===== config.mk =====
export PLATFORM = sky130hd
export DESIGN_NAME = load_store_unit_flat
export DESIGN_NICKNAME = d
export VERILOG_FILES = /design/src/rtl/riscv_pkg.sv /design/src/rtl/load_store_unit_if.sv /design/src/rtl/lsu_load_align.sv /design/src/rtl/load_store_unit.sv /design/src/flat_wrapper.sv
export SDC_FILE = /design/constraint.sdc
export NUM_CORES = 1
export LEC_CHECK = 0
export CORE_AREA = 2 2 163 165
export CTS_BUF_LIST = sky130_fd_sc_hd__clkbuf_2
export CTS_CLUSTER_SIZE = 28
export DETAILED_ROUTE_END_ITERATION = 8
export DIE_AREA = 0 0 165 167
export MAX_ROUTING_LAYER = met4
export PLACE_DENSITY = 0.76
export SYNTH_ARGS = -nofsm -noshare
export SYNTH_HDL_FRONTEND = slang
export SYNTH_SLANG_ARGS = --single-unit
export TNS_END_PERCENT = 10

===== constraint.sdc =====
create_clock -name clk -period 5.5 [get_ports clk]
set_clock_uncertainty 0.05 [all_clocks]
set_input_delay 1.1 -clock clk [delete_from_list [all_inputs] [get_ports clk]]
set_output_delay 1.1 -clock clk [all_outputs]
set_load 0.01 [all_outputs]

===== src/rtl/riscv_pkg.sv =====
// Shared RISC-V load/store definitions: access sizes, funct3 encodings, LSU FSM states
// and lane-alignment helpers.
package riscv_pkg;

  typedef enum logic [1:0] {
    SZ_B = 2'b00,
    SZ_H = 2'b01,
    SZ_W = 2'b10,
    SZ_D = 2'b11
  } lsu_size_e;

  localparam logic [2:0] LB  = 3'b000;
  localparam logic [2:0] LH  = 3'b001;
  localparam logic [2:0] LW  = 3'b010;
  localparam logic [2:0] LD  = 3'b011;
  localparam logic [2:0] LBU = 3'b100;
  localparam logic [2:0] LHU = 3'b101;
  localparam logic [2:0] LWU = 3'b110;
  localparam logic [2:0] LDU_ILLEGAL = 3'b111;

  localparam logic [2:0] SB = 3'b000;
  localparam logic [2:0] SH = 3'b001;
  localparam logic [2:0] SW = 3'b010;
  localparam logic [2:0] SD = 3'b011;

  typedef enum logic [1:0] {
    StIdle,
    StReq,
    StWait,
    StResp
  } lsu_state_e;

  function automatic logic [7:0] size_mask(lsu_size_e sz);
    case (sz)
      SZ_B:    return 8'h01;
      SZ_H:    return 8'h03;
      SZ_W:    return 8'h0f;
      default: return 8'hff;
    endcase
  endfunction

  // Forces the byte offset down to the natural alignment of the access size.
  function automatic logic [2:0] align_off(logic [2:0] a, lsu_size_e sz);
    case (sz)
      SZ_B:    return a;
      SZ_H:    return {a[2:1], 1'b0};
      SZ_W:    return {a[2], 2'b00};
      default: return 3'b000;
    endcase
  endfunction

endpackage


===== src/rtl/load_store_unit_if.sv =====
// Request, memory and response handshake bundle of the load/store unit.
// slave is the LSU's view; master is the surrounding pipeline/memory view.
interface load_store_unit_if #(
  parameter int unsigned ADDR_W = 64,
  parameter int unsigned RD_W   = 5
) ();

  logic              req_valid;
  logic              req_ready;
  logic [ADDR_W-1:0] req_addr;
  logic              req_we;
  logic [2:0]        req_funct3;
  logic [63:0]       req_wdata;
  logic [RD_W-1:0]   req_rd;

  logic              mem_req;
  logic              mem_gnt;
  logic              mem_we;
  logic [ADDR_W-1:0] mem_addr;
  logic [63:0]       mem_wdata;
  logic [7:0]        mem_wstrb;
  logic              mem_rvalid;
  logic [63:0]       mem_rdata;

  logic              resp_valid;
  logic              resp_ready;
  logic [63:0]       resp_rdata;
  logic [RD_W-1:0]   resp_rd;
  logic              resp_err;

  modport slave (
    input  req_valid, req_addr, req_we, req_funct3, req_wdata, req_rd,
    input  mem_gnt, mem_rvalid, mem_rdata, resp_ready,
    output req_ready, mem_req, mem_we, mem_addr, mem_wdata, mem_wstrb,
    output resp_valid, resp_rdata, resp_rd, resp_err
  );

  modport master (
    output req_valid, req_addr, req_we, req_funct3, req_wdata, req_rd,
    output mem_gnt, mem_rvalid, mem_rdata, resp_ready,
    input  req_ready, mem_req, mem_we, mem_addr, mem_wdata, mem_wstrb,
    input  resp_valid, resp_rdata, resp_rd, resp_err
  );

endinterface


===== src/rtl/lsu_load_align.sv =====
// Selects the load lane of a 64-bit read doubleword and sign- or zero-extends it.
module lsu_load_align
  import riscv_pkg::*;
(
  input  logic [63:0] rdata_i,
  input  logic [2:0]  addr_i,
  input  logic [2:0]  funct3_i,
  output logic [63:0] data_o
);

  lsu_size_e   sz;
  logic [63:0] lane;
  logic        sext;

  always_comb begin
    sz   = lsu_size_e'(funct3_i[1:0]);
    lane = rdata_i >> {align_off(addr_i, sz), 3'b000};
    sext = ~funct3_i[2];
    case (sz)
      SZ_B:    data_o = {{56{sext & lane[7]}}, lane[7:0]};
      SZ_H:    data_o = {{48{sext & lane[15]}}, lane[15:0]};
      SZ_W:    data_o = {{32{sext & lane[31]}}, lane[31:0]};
      default: data_o = lane;
    endcase
  end

endmodule


===== src/rtl/load_store_unit.sv =====
// Memory-access stage: one aligned doubleword transaction per request, extended load data out.
// Define LSU_MISALIGN_TRAP_EN to trap misaligned accesses instead of aligning them down.
module load_store_unit
  import riscv_pkg::*;
#(
  parameter int unsigned ADDR_W = 64,
  parameter int unsigned RD_W   = 5
) (
  input logic                clk,
  input logic                rst_n,
  load_store_unit_if.slave   bus
);

  lsu_state_e  state_q;
  logic        we_q;
  logic [2:0]  funct3_q;
  logic [2:0]  off_q;

  lsu_size_e   sz_in;
  logic [2:0]  off_in;
  logic        req_err;
  logic [63:0] load_data;

  always_comb begin
    sz_in   = lsu_size_e'(bus.req_funct3[1:0]);
    off_in  = align_off(bus.req_addr[2:0], sz_in);
    req_err = bus.req_we ? bus.req_funct3[2] : (bus.req_funct3 == LDU_ILLEGAL);
`ifdef LSU_MISALIGN_TRAP_EN
    if (off_in != bus.req_addr[2:0]) req_err = 1'b1;
`endif
  end

  assign bus.req_ready = (state_q == StIdle) & rst_n;

  lsu_load_align u_load_align (
    .rdata_i  (bus.mem_rdata),
    .addr_i   (off_q),
    .funct3_i (funct3_q),
    .data_o   (load_data)
  );

  always_ff @(posedge clk) begin
    if (!rst_n) begin
      state_q        <= StIdle;
      we_q           <= 1'b0;
      funct3_q       <= '0;
      off_q          <= '0;
      bus.mem_req    <= 1'b0;
      bus.mem_we     <= 1'b0;
      bus.mem_addr   <= '0;
      bus.mem_wdata  <= '0;
      bus.mem_wstrb  <= '0;
      bus.resp_valid <= 1'b0;
      bus.resp_rdata <= '0;
      bus.resp_rd    <= '0;
      bus.resp_err   <= 1'b0;
    end else begin
      case (state_q)
        StIdle: begin
          if (bus.req_valid && bus.req_ready) begin
            we_q           <= bus.req_we;
            funct3_q       <= bus.req_funct3;
            off_q          <= off_in;
            bus.resp_rd    <= bus.req_rd;
            bus.resp_rdata <= '0;
            bus.resp_err   <= req_err;
            if (req_err) begin
              // Errors skip memory entirely and respond on the next cycle.
              state_q        <= StResp;
              bus.resp_valid <= 1'b1;
            end else begin
              state_q       <= StReq;
              bus.mem_req   <= 1'b1;
              bus.mem_we    <= bus.req_we;
              bus.mem_addr  <= {bus.req_addr[ADDR_W-1:3], 3'b000};
              bus.mem_wstrb <= bus.req_we ? (size_mask(sz_in) << off_in) : 8'h00;
              bus.mem_wdata <= bus.req_we ? (bus.req_wdata << {off_in, 3'b000}) : 64'h0;
            end
          end
        end
        StReq: begin
          if (bus.mem_gnt) begin
            bus.mem_req   <= 1'b0;
            bus.mem_we    <= 1'b0;
            bus.mem_wstrb <= 8'h00;
            if (we_q) begin
              state_q        <= StResp;
              bus.resp_valid <= 1'b1;
            end else begin
              state_q <= StWait;
            end
          end
        end
        StWait: begin
          if (bus.mem_rvalid) begin
            bus.resp_rdata <= load_data;
            bus.resp_valid <= 1'b1;
            state_q        <= StResp;
          end
        end
        StResp: begin
          if (bus.resp_ready) begin
            bus.resp_valid <= 1'b0;
            state_q        <= StIdle;
          end
        end
        default: state_q <= StIdle;
      endcase
    end
  end

endmodule


===== src/flat_wrapper.sv =====
// flat-port wrapper written by rule: the top's interface ports become plain ports
module load_store_unit_flat import riscv_pkg::*;
#(
  parameter int unsigned ADDR_W = 64,
  parameter int unsigned RD_W   = 5
)
  (clk, rst_n, bus_req_valid, bus_req_addr, bus_req_we, bus_req_funct3, bus_req_wdata, bus_req_rd, bus_mem_gnt, bus_mem_rvalid, bus_mem_rdata, bus_resp_ready, bus_req_ready, bus_mem_req, bus_mem_we, bus_mem_addr, bus_mem_wdata, bus_mem_wstrb, bus_resp_valid, bus_resp_rdata, bus_resp_rd, bus_resp_err);
  load_store_unit_if #(.ADDR_W(ADDR_W), .RD_W(RD_W)) bus_i ();
  input logic clk;
  input logic rst_n;
  input wire logic [$bits(bus_i.req_valid)-1:0] bus_req_valid;
  input wire logic [$bits(bus_i.req_addr)-1:0] bus_req_addr;
  input wire logic [$bits(bus_i.req_we)-1:0] bus_req_we;
  input wire logic [$bits(bus_i.req_funct3)-1:0] bus_req_funct3;
  input wire logic [$bits(bus_i.req_wdata)-1:0] bus_req_wdata;
  input wire logic [$bits(bus_i.req_rd)-1:0] bus_req_rd;
  input wire logic [$bits(bus_i.mem_gnt)-1:0] bus_mem_gnt;
  input wire logic [$bits(bus_i.mem_rvalid)-1:0] bus_mem_rvalid;
  input wire logic [$bits(bus_i.mem_rdata)-1:0] bus_mem_rdata;
  input wire logic [$bits(bus_i.resp_ready)-1:0] bus_resp_ready;
  output wire logic [$bits(bus_i.req_ready)-1:0] bus_req_ready;
  output wire logic [$bits(bus_i.mem_req)-1:0] bus_mem_req;
  output wire logic [$bits(bus_i.mem_we)-1:0] bus_mem_we;
  output wire logic [$bits(bus_i.mem_addr)-1:0] bus_mem_addr;
  output wire logic [$bits(bus_i.mem_wdata)-1:0] bus_mem_wdata;
  output wire logic [$bits(bus_i.mem_wstrb)-1:0] bus_mem_wstrb;
  output wire logic [$bits(bus_i.resp_valid)-1:0] bus_resp_valid;
  output wire logic [$bits(bus_i.resp_rdata)-1:0] bus_resp_rdata;
  output wire logic [$bits(bus_i.resp_rd)-1:0] bus_resp_rd;
  output wire logic [$bits(bus_i.resp_err)-1:0] bus_resp_err;
  assign bus_i.req_valid = bus_req_valid;
  assign bus_i.req_addr = bus_req_addr;
  assign bus_i.req_we = bus_req_we;
  assign bus_i.req_funct3 = bus_req_funct3;
  assign bus_i.req_wdata = bus_req_wdata;
  assign bus_i.req_rd = bus_req_rd;
  assign bus_i.mem_gnt = bus_mem_gnt;
  assign bus_i.mem_rvalid = bus_mem_rvalid;
  assign bus_i.mem_rdata = bus_mem_rdata;
  assign bus_i.resp_ready = bus_resp_ready;
  assign bus_req_ready = bus_i.req_ready;
  assign bus_mem_req = bus_i.mem_req;
  assign bus_mem_we = bus_i.mem_we;
  assign bus_mem_addr = bus_i.mem_addr;
  assign bus_mem_wdata = bus_i.mem_wdata;
  assign bus_mem_wstrb = bus_i.mem_wstrb;
  assign bus_resp_valid = bus_i.resp_valid;
  assign bus_resp_rdata = bus_i.resp_rdata;
  assign bus_resp_rd = bus_i.resp_rd;
  assign bus_resp_err = bus_i.resp_err;
  load_store_unit #(.ADDR_W(ADDR_W), .RD_W(RD_W)) u_core (.clk(clk), .rst_n(rst_n), .bus(bus_i));
endmodule

# == Yosys cells after proc, flatten, opt, wreduce, memory -nomap -nowiden ==
# Cells that the tools add are included.
# word_totals
output_inout_bits,210
in_bits,207
register_bits,215
elab_cells,88
# classes
reduce_logical,12
n_eq_ne,15
shifts,3
bitwise,6
mux,39
# op_table
op,count
$mux W64,3
$pmux W64 S3,1
$pmux W64 S2,1
$mux W8,8
$shl A64 B6 Y64,1
$shr A64 B6 Y64,1
$pmux W8 S3,1
$pmux W3 S3,2
$pmux W8 S2,1
$mux W1,13
$mux W2,5
$ne A2 B2 Y1 const B,5
$eq A2 B2 Y1 const B,4
$pmux W2 S4,1
$reduce_and A4 Y1,2
$shl A8 B3 Y8,1
$eq A2 B1 Y1 const B,3
$logic_not A2 Y1,3
$reduce_and A3 Y1,2
$reduce_and A6 Y1,1
$and A1 B1 Y1,4
$ne A2 B1 Y1 const B,2
$pmux W1 S2,2
$pmux W1 S4,1
other kinds (5),7

# == Longest topological paths before layout ==
# Gate-level depths: netlist (run 1).
# depth
word_depth,11
mapped_depth,11
depth_no_buf,8

# == Cells and area by module ==
# A second synthesis (run 1) with hierarchy kept.
# unflattened
cells_unflattened,1444
hier_area_um2,11305.8
# modules_own_cells
mod,seq_area_each_um2,area_per_inst_um2,instances,cells_per_inst
load_store_unit,4304.1,9365.2,1,1156
lsu_load_align,0.0,1940.6,1,288

# == Least setup slack after synthesis (run 1) ==
# Ideal clock, no wire load.
# synth_path
kind,input-to-output
start,input rst_n
end,output bus_req_ready
required_ns,4.350
slack_ns,2.423
n_path_buf,3
cell_stages,4
arrival_ns,1.927
path_cell_list,buf_2 > clkbuf_1 > clkbuf_1 > and2_1
# synth_between
elab_chain_len,1
# synth_lines
element,line_no,text
"start, declared",flat_wrapper.sv:10,input logic rst_n;
$and A1 B1 Y1,load_store_unit.sv:33,assign bus.req_ready = (state_q == StIdle) & rst_n;
"end, declared",flat_wrapper.sv:21,output wire logic [$bits(bus_i.req_ready)-1:0] bus_req_ready;
# Every way passes these cells.

# == Worst setup path after layout (run 1) ==
# layout_path
start,register u_core.state_q[0]
end,output bus_req_ready
# layout_between
elab_chain_len,2
# layout_lines
element,line_no,text
"start, declared",load_store_unit.sv:14,lsu_state_e state_q;
"start signal, assigned",load_store_unit.sv:44,state_q <= StIdle;
"start signal, assigned",load_store_unit.sv:69,state_q <= StResp;
"start signal, assigned",load_store_unit.sv:72,state_q <= StReq;
$logic_not A2 Y1,load_store_unit.sv:33,
$and A1 B1 Y1,load_store_unit.sv:33,
# Every way passes these cells.

==> flow_summary.ini, run 1 <==
[sta]
tns_ps = 0
max_freq_ghz = 0.276
fin_crit_sh_pct = 65.9
grt_setup_unrepaired = false
drv_slew = 0
hold_viol_final = 0
worstMarginPinSlew_ps = 1070
timing.hold.ws_ps = 416
timing.final.crit_period_ps = 3630
setup-violations-final = 0
slew_headroom_pct = 28.3

[yosys]
synth-main-ff-cell = dfxtp_1
synth_cells = 1261
ys_ff_latch = 215
yosys-top-cells-area = dfxtp_1, nand2_1, mux2i_1
ys_warn_count = 0
yosys.area_share.simple_pct = 19.8
synthAdderAreaFrac_pct = 0.578
syn_avg_cell_area_um2 = 8.58
synth_common_cells = nand2_1, dfxtp_1, nor2_1
yosysSeqAreaShare_pct = 39.8
synth_top_family_by_area = compound AO/OA/AOI/OAI gates
synth_edf_count = 0
synthMuxAreaShare_pct = 13.3
synth_area_um2 = 10800
async_flop_share_pct = 0
yosys.area.top_type = dfxtp_1
ys_types = 65
synth-compound-area-share_pct = 21.6
synthDominantCellAreaShare_pct = 39.8
yosysMostFrequentCell = nand2_1
synth-xor-area-share_pct = 0

[critical_path]
path_class = reg -> out
critPathTopFamily = buffers and inverters
cp_slowest_cell = clkdlybuf4s50_1
cp.arrival_ps = 2480
cp-end-kind = output port
crit_fanout = 9
path_cells = inv_1 > ha_1 > and2_1 > clkdlybuf4s50_1
startpoint_type = flip-flop
cpPeakStageDelay_ps = 560
worst-path-buf-inv = 2
required_ps = 4350

[route]
post_drt_via_cell_ratio = 5.66
ant_nets = 0
dr.pass1.iters = 7
drt_iter0_drc = 1103
via_count = 11424
wl_um = 41900
drc = 0
wl_per_cell_um = 20.7

[cells_and_area]
drive_above_1_share_pct = 10.5
nets = 1855
syn2layout_area_growth_pct = 43.6
design_area_um2 = 15500

[global_route]
grt.met3_usage_pct = 8.79
grtUsageMet2_pct = 48.9
grt_pass1_wl_um = 62700
grtUsageTotal_pct = 30.1
grt-ovfl-total = 0
first_global_vias = 11193
antenna_found_initial = 6
met1_usage_pct = 33.9
top_usage_layer = met2
grt_max_degree = 83

[clock_tree]
cts_buffers = 57
htreeDepth = 2
cts_tree = yes
clock_latency_ps = 910
postCtsResizedCells = 0
clock-sinks = 215
cts_root_buf = clkbuf_2
path_clk_slew_ps = 100
cts_setup_buffers = 0
cts_hold_buf = 0
cts_buffer_depth = 3

[run_status]
status = finished clean

[place]
io_buffers = 413
gp_congestion = 0.980
post_dp_cell_area_um2 = 15000
dpl.hpwl_um = 30600

[pwr]
p_int_uw = 2660
p_sw_share_pct = 36.4
power.leakage_uw = 0.00586
comb_power_share_pct = 31.4
finalPower_uw = 4170
seqPwrFrac_pct = 42.2
vdd_drop_max_mv = 0.144
p_switching_uw = 1520
pwr-share-clk_pct = 26.4
power.density_nw_per_um2 = 269

[hold_path]
hold_class = reg -> reg

[die]
core_area_um2 = 25800
die_w_um = 165
std_cell_rows = 59
num_io_pins = 417
initial_utilization_pct = 42.0
dieArea_um2 = 27600
die_h_um = 167

[flow_run]
drv_cap = 0
-- flip-flops by register name, indices dropped and copies added, names as in the netlist --
name and cells:
u_core.off_q 3, u_core.bus.mem_we 1, u_core.bus.resp_valid 1, u_core.state_q 2
u_core.bus.mem_wstrb 8, u_core.bus.resp_rdata 64, u_core.bus.resp_rd 5, u_core.we_q 1
u_core.bus.resp_err 1, u_core.bus.mem_addr 61, u_core.bus.mem_req 1, u_core.bus.mem_wdata 64
u_core.funct3_q 3
-- metrics by stage --
stage / cells / worst slack (ps) / util [%]
after global routing: 2020 / 1720 / 60.3
after floorplan: 1263 / 2420 / -
after detailed placement: 1919 / 1320 / 58.4
after CTS: 2014 / 1760 / 60.2
final: 2020 / 1870 / 60.3
after global placement: 1919 / 1330 / 58.4
-- cell type report --
class / count / area, µm²
Inverter: 6 / 22.5
Multi-Input combinational cell: 931 / 6030
Antenna cell: 6 / 15.0
Sequential cell: 215 / 4300
Timing Repair Buffer: 432 / 4270
Clock inverter: 13 / 62.6
Tap cell: 335 / 419
Fill cell: 2312 / 10200
Clock buffer: 82 / 410
-- power groups by stage --
stage	sequential (µW)	clock, µW	combinational, µW
finish	1760	1100	1310
detailed placement	1790	0	1300
CTS	1760	1120	1310
floorplan	1810	0	692
global route	1770	1200	1420
global placement	1790	0	1290
-- worst register-to-register path: stages (launching register included) --
cell	delay (ps)
dfxtp_1	1050
clkinv_1	700
o21ai_1	230
a221oi_1	130
o41a_1	400
a31oi_2	130
buf_4	390
a22o_1	220
-- final timing paths --
kind / from / end / slack, ps / cells past startpoint
setup reg to reg: u_core.funct3_q[1] / u_core.bus.resp_rdata[54] / 2070 / 7
setup / recovery: u_core.state_q[0] / bus_req_ready / 1870 / 4
hold reg to reg: u_core.bus.mem_wstrb[7] / u_core.bus.mem_wstrb[7] / 420 / 2
hold / removal: u_core.bus.mem_wstrb[7] / u_core.bus.mem_wstrb[7] / 420 / 2
-- layout by cell type, fill, tap and decap left out, types with 11 or more instances in the layout --
| cell | n |
|---|---|
| mux2i_1 | 73 |
| clkdlybuf4s50_1 | 412 |
| and2_1 | 19 |
| a222oi_1 | 12 |
| or2_2 | 21 |
| clkinv_1 | 11 |
| a21oi_1 | 52 |
| buf_4 | 19 |
| nand2_1 | 276 |
| nand3_1 | 21 |
| a21boi_0 | 65 |
| nor2b_1 | 13 |
| dfxtp_1 | 215 |
| mux4_2 | 28 |
| or2_0 | 12 |
| a22oi_1 | 42 |
| clkbuf_2 | 82 |
| o21ai_0 | 38 |
| nor3_1 | 12 |
| nor2_1 | 85 |
| a22o_1 | 32 |
-- per-layer routing --
| metal | share of wire (%) | wire length, µm | up-vias |
|---|---|---|---|
| li1 | - | - | 5256 |
| met1 | 37 | 15700 | 5370 |
| met2 | 47 | 19700 | 679 |
| met3 | 11 | 4530 | 119 |
| met4 | 4.6 | 1940 | 0 |
| met5 | 0 | 0 | - |
-- cells by family (layout without fill, tap and decap cells) --
family | after synthesis | count (layout)
compound gates | 326 | 326
fa+ha+maj | 5 | 5
buf+inv | 117 | 533
flops | 215 | 215
mux | 108 | 108
other cells | 1 | 9
simple gates | 489 | 489
No activity file was read; power rests on OpenSTA's default activity.
==> run 2: changes to the inputs <==
- clock period: 5.5 -> 3.7 ns (I/O delays scaled with it)
==> flow_summary.ini, run 2 (synthesis gave the netlist of run 1 again) <==
[global_route]
grtUsageTotal_pct = 30.3
grt_max_degree = 72
grt-ovfl-total = 0
first_global_vias = 11078
grt_pass1_wl_um = 63000
antenna_found_initial = 5

[pwr]
seqPwrFrac_pct = 41.5
comb_power_share_pct = 32.2
power.density_nw_per_um2 = 399
power.leakage_uw = 0.00596
p_switching_uw = 2250
pwr-share-clk_pct = 26.2
p_int_uw = 4010
vdd_drop_max_mv = 0.282
p_sw_share_pct = 35.9
finalPower_uw = 6260

[critical_path]
cp.arrival_ps = 2420
cp-end-kind = output port
startpoint_type = flip-flop
path_class = reg -> out
required_ps = 2910
crit_fanout = 9

[route]
dr.pass1.iters = 6
drt_iter0_drc = 1084
post_drt_via_cell_ratio = 5.58
drc = 0
wl_um = 42200
wl_per_cell_um = 20.7
ant_nets = 0
via_count = 11354

[cells_and_area]
final_cell_mix = clkdlybuf4s50_1, nand2_1, dfxtp_1
mostFrequentLayoutCell = clkdlybuf4s50_1
drive_above_1_share_pct = 11.5
syn2layout_area_growth_pct = 45.0
reg_top3 = u_core.bus.mem_wdata (64), u_core.bus.resp_rdata (64), u_core.bus.mem_addr (61)
nets = 1869

[sta]
grt_setup_unrepaired = false
hold_viol_final = 0
tns_ps = 0
slew_headroom_pct = 19.7
max_freq_ghz = 0.312
setup-violations-final = 0
drv_slew = 0
fin_crit_sh_pct = 86.7
worstMarginPinSlew_ps = 1200
timing.final.crit_period_ps = 3210
layout_setup_ws_ps = 491

[place]
io_buffers = 413
gp_congestion = 0.945
dpl_worst_slack_ps = 600
dpl.hpwl_um = 31400

[clock_tree]
cts_buffer_depth = 3
postCtsResizedCells = 0
cts_root_buf = clkbuf_2
cts_hold_buf = 0
cts_setup_buffers = 0
htreeDepth = 2
cts_buffers = 57
clock-sinks = 215
clock_latency_ps = 870
path_clk_slew_ps = 140
cts_tree = yes

[hold_path]
hold_class = in -> reg

[run_status]
status = finished clean

[die]
initial_utilization_pct = 42.0
std_cell_rows = 59
num_io_pins = 417
die_w_um = 165
die_h_um = 167
dieArea_um2 = 27600
core_area_um2 = 25800

[flow_run]
drv_cap = 0
==> run 2: cell count changes in the layout (fill, tap and decap cells not counted) <==
cell,before,now
and2_1,19,20
and2_2,1,0
buf_12,0,3
buf_4,19,30
clkbuf_2,82,87
clkinv_1,11,7
clkinv_2,0,1
diode_2,6,5
==> run 2: routing by layer <==
metal  GRT usage (%)  share of wire, %  up-vias
met5               -                 0        -
li1                -                 -     5287
met3            8.34                10      103
met1            34.7                38     5330
met4            13.3               4.1        0
met2            49.3                48      634
==> run 2: final timing paths <==
kind | start | endpoint | slack (ps) | cells after the start
max | u_core.state_q[0] | bus_req_ready | 490 | 4
min | rst_n | u_core.bus.resp_rdata[25] | 330 | 3
max reg2reg | u_core.funct3_q[0] | u_core.bus.resp_rdata[20] | 950 | 6
min reg2reg | u_core.bus.mem_wstrb[7] | u_core.bus.mem_wstrb[7] | 410 | 2
==> run 2: layout make-up <==
class / count / area (µm²)
Fill cell: 2284 / 10100
Multi-Input combinational cell: 931 / 6030
Timing Repair Buffer: 446 / 4410
Sequential cell: 215 / 4300
Clock buffer: 87 / 435
Tap cell: 335 / 419
Clock inverter: 10 / 52.6
Inverter: 6 / 22.5
Antenna cell: 5 / 12.5
==> run 2: stage by stage <==
step | std cells | utilization [%] | area [µm²] | hold slack, ps
after floorplan | 1263 | - | 10800 | 402
after global placement | 1933 | 59.0 | 15200 | 395
after detailed placement | 1933 | 59.0 | 15200 | 395
after CTS | 2030 | 60.8 | 15700 | 269
after global routing | 2035 | 60.9 | 15700 | 264
final | 2035 | 60.9 | 15700 | 329
==> run 2: power by group through the flow <==
| stage | Combinational [µW] | Sequential, µW | Clock (µW) |
|---|---|---|---|
| 2_1_floorplan | 1030 | 2690 | 0 |
| 3_3_place_gp | 1980 | 2650 | 0 |
| 3_5_place_dp | 2000 | 2650 | 0 |
| 4_1_cts | 2010 | 2600 | 1690 |
| 5_1_grt | 2170 | 2620 | 1820 |
| 6_report | 2020 | 2600 | 1640 |
==> run 2: worst max-delay path, cell delays in order, from the launching register on <==
cell             delay, ps
dfxtp_1                350
inv_1                  150
ha_1                   370
and2_1                 180
clkdlybuf4s50_1        570
==> run 3: changes to the inputs <==
- clock period: 3.7 -> 3.9 ns (I/O delays scaled with it)
==> flow_summary.ini, run 3 (synthesis gave the netlist of run 1 again) <==
[sta]
max_freq_ghz = 0.301
tns_ps = 0
hold_viol_final = 0
layout_setup_ws_ps = 580
grt_setup_unrepaired = false
drv_slew = 0
timing.final.crit_period_ps = 3320
slew_headroom_pct = 28.9
fin_crit_sh_pct = 85.1
setup-violations-final = 0
worstMarginPinSlew_ps = 1060

[clock_tree]
cts_setup_buffers = 0
cts_buffer_depth = 3
path_clk_slew_ps = 100
postCtsResizedCells = 0
cts_buffers = 58
clock-sinks = 215
htreeDepth = 2
clock_latency_ps = 890
cts_tree = yes
cts_hold_buf = 0
cts_root_buf = clkbuf_2

[global_route]
grtUsageTotal_pct = 30.5
grt_max_degree = 90
grt_pass1_wl_um = 63000
antenna_found_initial = 5
grt-ovfl-total = 0
first_global_vias = 11103

[die]
dieArea_um2 = 27600
initial_utilization_pct = 42.0
die_w_um = 165
die_h_um = 167
num_io_pins = 417
core_area_um2 = 25800
std_cell_rows = 59

[critical_path]
path_class = reg -> out
worst-path-buf-inv = 2
crit_fanout = 9
critPathTopFamily = buffers and inverters
required_ps = 3070
cp.arrival_ps = 2490
startpoint_type = flip-flop
cp_slowest_cell = clkdlybuf4s50_1
cp-end-kind = output port
path_cells = inv_1 > ha_1 > and2_1 > clkdlybuf4s50_1
cpPeakStageDelay_ps = 560

[pwr]
seqPwrFrac_pct = 41.2
power.density_nw_per_um2 = 381
pwr-share-clk_pct = 26.9
comb_power_share_pct = 31.9
p_switching_uw = 2160
p_sw_share_pct = 36.1
vdd_drop_max_mv = 0.282
p_int_uw = 3820
power.leakage_uw = 0.00595

[route]
drc = 4
drt_iter0_drc = 843
ant_nets = 0
wl_um = 42200
post_drt_via_cell_ratio = 5.56
wl_per_cell_um = 20.7
dr.pass1.iters = 9
via_count = 11315

[cells_and_area]
syn2layout_area_growth_pct = 45.2
drive_above_1_share_pct = 10.9
reg_top3 = u_core.bus.mem_wdata (64), u_core.bus.resp_rdata (64), u_core.bus.mem_addr (61)
mostFrequentLayoutCell = clkdlybuf4s50_1
design_area_um2 = 15700
fillers = 2314
final_cell_mix = clkdlybuf4s50_1, nand2_1, dfxtp_1
nets = 1869

[hold_path]
hold_class = in -> reg

[place]
io_buffers = 413
post_dp_cell_area_um2 = 15200
gp_congestion = 0.986
dpl.hpwl_um = 31200
dpl_worst_slack_ps = 677

[run_status]
status = finished with violations
violations = design-rule violations

[flow_run]
drv_cap = 0
[run 3: per-stage QoR]
stage	std cells	power (µW)	util, %	hold WS (ps)
finish	2036	5980	61.0	289
global route	2036	6320	61.0	191
CTS	2031	6020	60.9	191
detailed placement	1932	4410	58.9	400
global placement	1932	4390	58.9	394
floorplan	1263	3530	-	402
[run 3: path summary, 6_finish.rpt]
check | depth (start not counted) | from | to | slack [ps]
worst max register to register | 6 | u_core.funct3_q[0] | u_core.bus.resp_rdata[20] | 1030
worst min-delay path | 2 | rst_n | u_core.state_q[1] | 290
worst max-delay path | 4 | u_core.state_q[0] | bus_req_ready | 580
worst min register to register | 2 | u_core.bus.mem_wstrb[7] | u_core.bus.mem_wstrb[7] | 410
[run 3: area by class of cell]
class	count	area (µm²)	area share, %
Inverter	6	22.5	0.143
Multi-Input combinational cell	931	6030	38.4
Timing Repair Buffer	445	4410	28.1
Sequential cell	215	4300	27.4
Clock inverter	23	130	0.829
Clock buffer	76	380	2.42
Tap cell	335	419	2.67
Antenna cell	5	12.5	0.0797
[run 3: worst reg2reg max path: cells and delay by family, from the launching register on]
family	cells	cell delay, ps
mux	1	270
simple gates	2	1250
compound gates	3	580
flops	1	560
[run 3: power groups by stage]
| stage | clock network, µW | logic (µW) | registers, µW |
|---|---|---|---|
| floorplan | 0 | 976 | 2560 |
| global placement | 0 | 1880 | 2510 |
| detailed placement | 0 | 1900 | 2510 |
| CTS | 1650 | 1910 | 2460 |
| global route | 1770 | 2070 | 2480 |
| finish | 1610 | 1910 | 2460 |
[run 3: metal layers]
| metal | up-vias | global-route usage, % | share of wire, % |
|---|---|---|---|
| met3 | 114 | 9.69 | 11 |
| met5 | - | - | 0 |
| met4 | 0 | 13.5 | 4.6 |
| met1 | 5288 | 34.0 | 37 |
| met2 | 632 | 49.7 | 48 |
| li1 | 5281 | - | - |
